### config.mk
export PLATFORM = sky130hd
export DESIGN_NAME = icu_fetch_queue
export DESIGN_NICKNAME = d
export VERILOG_FILES = /design/src/rtl/icu_fetch_queue.sv
export SDC_FILE = /design/constraint.sdc
export NUM_CORES = 1
export LEC_CHECK = 0
export ABC_CLOCK_PERIOD_IN_PS = 2400
export CORE_ASPECT_RATIO = 1.4
export CORE_MARGIN = 5
export CORE_UTILIZATION = 45
export CTS_BUF_LIST = sky130_fd_sc_hd__clkbuf_4
export CTS_CLUSTER_DIAMETER = 80
export DETAILED_ROUTE_END_ITERATION = 16
export PLACE_DENSITY = 0.68
export SYNTH_ARGS = -nofsm -noshare
export SYNTH_HDL_FRONTEND = slang
export SYNTH_SLANG_ARGS = --single-unit
### constraint.sdc
create_clock -name clk -period 2.4 [get_ports clk]
set_clock_uncertainty 0.1 [all_clocks]
set_input_delay 0.48 -clock clk [delete_from_list [all_inputs] [get_ports clk]]
set_output_delay 0.48 -clock clk [all_outputs]
set_load 0.02 [all_outputs]
### src/rtl/icu_fetch_queue.sv
// Instruction fetch stage: streams a program from synchronous imem into a small
// prefetch FIFO and hands words to the dispatcher over a valid/ready handshake.
module icu_fetch_queue #(
  parameter int INSTR_WIDTH          = 32,
  parameter int INSTR_MEM_ADDR_WIDTH = 10,
  parameter int FIFO_DEPTH           = 4
) (
  input  logic                                 clk,
  input  logic                                 rst_n,
  input  logic                                 start,
  input  logic                                 abort,
  input  logic [INSTR_MEM_ADDR_WIDTH-1:0]      start_addr,
  input  logic [INSTR_MEM_ADDR_WIDTH:0]        instr_count,
  output logic                                 imem_req,
  output logic [INSTR_MEM_ADDR_WIDTH-1:0]      imem_addr,
  input  logic [INSTR_WIDTH-1:0]               imem_rdata,
  output logic                                 instr_valid,
  output logic [INSTR_WIDTH-1:0]               instr_out,
  input  logic                                 instr_ready,
  output logic                                 busy,
  output logic                                 done,
  output logic [$clog2(FIFO_DEPTH):0]          fifo_level
);

  // state | meaning
  // IDLE  | waiting for start
  // FETCH | issuing memory reads while credit and issue_left allow
  // DRAIN | all reads issued, waiting for the dispatcher to take the rest
  localparam int AW = INSTR_MEM_ADDR_WIDTH;
  localparam int PW = $clog2(FIFO_DEPTH);
  localparam int LW = PW + 1;
  localparam logic [LW:0] DEPTH_C = (LW+1)'(FIFO_DEPTH);
  localparam logic [AW:0] CNT_ONE = (AW+1)'(1);

  typedef enum logic [1:0] {IDLE, FETCH, DRAIN} state_t;

  state_t          state;
  logic [AW-1:0]   addr;
  logic [AW:0]     issue_left;
  logic [AW:0]     pop_left;
  logic            inflight;
  logic [PW-1:0]   wr_ptr;
  logic [PW-1:0]   rd_ptr;
  logic [LW:0]     occupancy;
  logic            push;
  logic            pop;

  logic [INSTR_WIDTH-1:0] fifo_mem [FIFO_DEPTH];

  // Credit counts the word still in flight so a push can never land on a full FIFO.
  assign occupancy   = {1'b0, fifo_level} + {{LW{1'b0}}, inflight};
  assign imem_req    = (state == FETCH) && (issue_left != '0) && (occupancy < DEPTH_C);
  assign imem_addr   = addr;
  assign push        = inflight;
  assign pop         = instr_valid && instr_ready;
  assign instr_valid = (fifo_level != '0);
  assign instr_out   = fifo_mem[rd_ptr];
  assign busy        = (state != IDLE);

  always_ff @(posedge clk) begin
    if (push && !abort) fifo_mem[wr_ptr] <= imem_rdata;
  end

  always_ff @(posedge clk or negedge rst_n) begin
    if (!rst_n) begin
      state      <= IDLE;
      addr       <= '0;
      issue_left <= '0;
      pop_left   <= '0;
      inflight   <= 1'b0;
      wr_ptr     <= '0;
      rd_ptr     <= '0;
      fifo_level <= '0;
      done       <= 1'b0;
    end else if (abort) begin
      state      <= IDLE;
      issue_left <= '0;
      pop_left   <= '0;
      inflight   <= 1'b0;
      wr_ptr     <= '0;
      rd_ptr     <= '0;
      fifo_level <= '0;
      done       <= 1'b0;
    end else begin
      inflight <= imem_req;
      done     <= 1'b0;

      if (push) wr_ptr <= wr_ptr + 1'b1;
      if (pop) begin
        rd_ptr <= rd_ptr + 1'b1;
        if (pop_left != '0) pop_left <= pop_left - 1'b1;
        if (pop_left == CNT_ONE) done <= 1'b1;
      end

      if (push && !pop)      fifo_level <= fifo_level + 1'b1;
      else if (pop && !push) fifo_level <= fifo_level - 1'b1;

      if (imem_req) begin
        addr       <= addr + 1'b1;
        issue_left <= issue_left - 1'b1;
      end

      unique case (state)
        IDLE: begin
          if (start) begin
            if (instr_count != '0) begin
              state      <= FETCH;
              addr       <= start_addr;
              issue_left <= instr_count;
              pop_left   <= instr_count;
            end else begin
              done <= 1'b1;
            end
          end
        end
        FETCH: if (issue_left == '0) state <= DRAIN;
        DRAIN: if (pop_left == '0) state <= IDLE;
        default: state <= IDLE;
      endcase
    end
  end

endmodule
==> results_dict.tcl <==
set metrics [dict create \
    cp_num_buf_inv 3 \
    async_flop_share_pct 25.1 \
    io_pins 107 \
    critical-path-top-delay-family "multiplexers" \
    p_switching_uw 2950 \
    synth_area_leaders "edfxtp_1 51%, dfrtp_1 14%, mux4_2 9.6%, ha_1 1.5%, a311oi_2 1.2%" \
    hold_ws_ps 304 \
    r2r_cells 4 \
    placementRows 56 \
    fp.coreArea_sq_mm 0.0166 \
    clockPowerShare_pct 18.1 \
    cts_root_buf "clkbuf_4" \
    power_frac_seq_pct 41.4 \
    synth_common_cells "128 x edfxtp_1, 43 x dfrtp_1, 32 x mux4_2, 24 x nor2_1, 16 x inv_1" \
    worst_pin_slew_ps 568 \
    worstSetupPathType "reg2out" \
    p_sw_share_pct 34.1 \
    wl_met3_um 868 \
    critical-path-max-stage-delay_ps 510 \
    die_area_sq_mm 0.0195 \
    powerDensity_mw_per_mm2 878 \
    ys.flop_type "edfxtp_1" \
    path_clk_slew_ps 160 \
    syn_to_final_growth_pct 30.8 \
    highest_layer "met4" \
    cts_buffers 17 \
    clk_latency_ps 530 \
    first_iter_violations 412 \
    setup_violations 33 \
    clockBufferDepth 2 \
    synth_edf_count 128 \
    cp_common_cell "buf_6" \
    slew_headroom_pct 61.8 \
    viasPerCell 5.75 \
    fin_crit_ps 2500 \
    ys_seq_area_share_pct 65.3 \
    post-route-period-util_pct 104 \
    power.leakage_uw 0.00350 \
    reg2reg_to "pop_left[1]" \
    grt_start_max_net_pins 33 \
    regToRegStartpoint "pop_left[4]" \
    fp.dieH_um 163 \
    cts_tree "done" \
    place.gp.congestion 0.961 \
    wl_per_cell_um 19.5 \
    synthDistinctLibCells 70 \
    num_vias 5077 \
    avgSynthCellArea_sq_um 15.5 \
    drc 0 \
    setup_ws_ps -105 \
    final_hold_viol_count 0 \
    port_buffers 106 \
    wirelength_met1_mm 6.94 \
    final_cells 883 \
    hold_class "in2async" \
    comb_power_share_pct 40.4 \
    antenna_left 0 \
    ys_warn_count 0 \
    regArea_sq_mm 0.00493 \
    failed_checks "setup timing" \
    initial_core_util_pct 45.4 \
    crit_chain "buf_6, clkbuf_16, mux4_2, buf_6" \
    final_area_sq_mm 0.00985 \
    drv_slew 0 \
    grt_pass1_vias 5517 \
    wirelength_mm 17.2 \
    fmax_ghz 0.399 \
    fill_cells 1268 \
    syn_area_sq_mm 0.00753 \
    cts.sinks 171 \
    timing.reg2reg.setup_slack_ps 150 \
    nets 735 \
    maxCapViolCount 0 \
    detailedPlace.worstSlack_ps -195 \
    crit_path_start_kind "flip-flop" \
    grt_usage_pct 17.8 \
    synth_most_common_cell "edfxtp_1" \
    grt_overflow 0 \
    postSynthCellCount 485 \
    antenna_found_initial 1 \
    synth_top_area_share_pct 51.0 \
    drive_gt1_share_pct 31.1 \
    place_area_sq_mm 0.00935 \
    dp_hpwl_mm 12.0 \
    synth_top_area_cell "edfxtp_1" \
    intPower_uw 5690 \
    rsz0062_at_grt "yes" \
    drtPass1Iterations 5 \
    worstPathRequired_ps 1820 \
    die_w_um 119 \
    arrival_ps 1920 \
    dp.cells 837 \
    vdd_ir_drop_max_v 0.000428 \
    end_kind "output pin" \
    crit_path_max_fanout 6 \
    htree_num_levels 4 \
    status "complete, but fails checks" \
    multi_input_area_sq_mm 0.00244 \
    synth_nets 553 \
    crit_slowest_cell "mux4_2" \
    ys_ff_latch 171 \
    grt_pass1_wl_mm 27.3 \
    wl_met2_mm 9.08 \
]
cells by family (layout without fill, tap and decap cells):
kind of cell               Yosys count  in the layout  share of synthesized area, %
and+or+nand+nor                    141            141                          11.1
buffers and inverters               41            235                          2.56
muxes                               35             35                          9.98
xor gates and xnor gates             7              7                         0.814
DFF                                171            171                          65.3
adders and majority gates           10             10                          1.76
other                                0              1                             0
AOI/OAI and AO/OA                   80             80                          8.46
power by group through the flow:
stage | logic (uW) | registers [uW] | clock network (uW)
after floorplan | 1720 | 3680 | 0
after global placement | 3140 | 3650 | 0
after detailed placement | 3170 | 3650 | 0
after CTS | 3180 | 3580 | 1630
after global routing | 3730 | 3610 | 1760
final | 3500 | 3580 | 1570
stage by stage:
| stage | util [%] | TNS (ps) | power, uW |
|---|---|---|---|
| after global routing | 59.3 | -6100 | 9090 |
| final | 59.3 | -2280 | 8650 |
| after CTS | 57.9 | -4310 | 8390 |
| after global placement | 56.3 | -1370 | 6790 |
| after detailed placement | 56.3 | -3560 | 6830 |
| after floorplan | - | 0 | 5410 |
worst reg2reg max path: cells and delay by family (launching register included):
kind | cells | cell delay [ps]
simple gates | 1 | 580
compound gates | 2 | 690
flops | 1 | 410
mux | 1 | 390
placed cells by master, fill, tap and decap left out, drive strengths merged, types with 10 or more instances in the layout:
cell	synthesis	layout
buf	13	112
clkbuf	12	19
clkdlybuf4s50	0	70
dfrtp	43	43
edfxtp	128	128
inv	16	23
mux4	32	32
nand2	11	11
nand3	12	12
nand4	10	10
nor2	24	24
nor3	13	13
nor4	12	12
o21ai	14	14
or3	12	12
or4	12	12
cell type report:
type | count | share of cell area, %
tap | 203 | 2.58
sequential | 171 | 50.0
clock inverter | 14 | 1.54
timing repair buffer | 188 | 19.1
multi-input combinational | 273 | 24.8
clock buffer | 17 | 1.30
antenna | 1 | 0.0254
inverter | 16 | 0.610
how the worst max path moves through the flow:
| stage | startpoint | end | slack, ps | cells past startpoint |
|---|---|---|---|---|
| floorplan | rd_ptr[0] | instr_out[10] | 270 | 3 |
| global placement | instr_count[3] | issue_left[6] | -90 | 6 |
| detailed placement | instr_count[3] | issue_left[4] | -190 | 6 |
| CTS | rd_ptr[0] | instr_out[4] | -190 | 4 |
| global route | rd_ptr[0] | instr_out[6] | -220 | 4 |
| finish | rd_ptr[0] | instr_out[3] | -100 | 4 |
sequential cells by signal, summed over array words and instances, names as in the netlist:
name / cells
fifo_mem: 128
done: 1
pop_left: 11
imem_addr: 10
issue_left: 11
wr_ptr: 2
rd_ptr: 2
state: 2
fifo_level: 3
inflight: 1
layer usage:
| metal | up-vias | track usage [%] |
|---|---|---|
| li1 | 2334 | - |
| met5 | - | 0 |
| met1 | 2550 | 20.6 |
| met3 | 22 | 4.50 |
| met2 | 171 | 31.9 |
| met4 | 0 | 6.72 |
timing repair:
action	in CTS	in global routing
setup buffers	9	3
gates resized for setup	159	52
hold endpoints to repair	18	0
pin swaps	1	2
hold buffers	1	0
gates cloned	0	2
setup endpoints to repair	38	34
No activity file was read; power rests on OpenSTA's default activity.
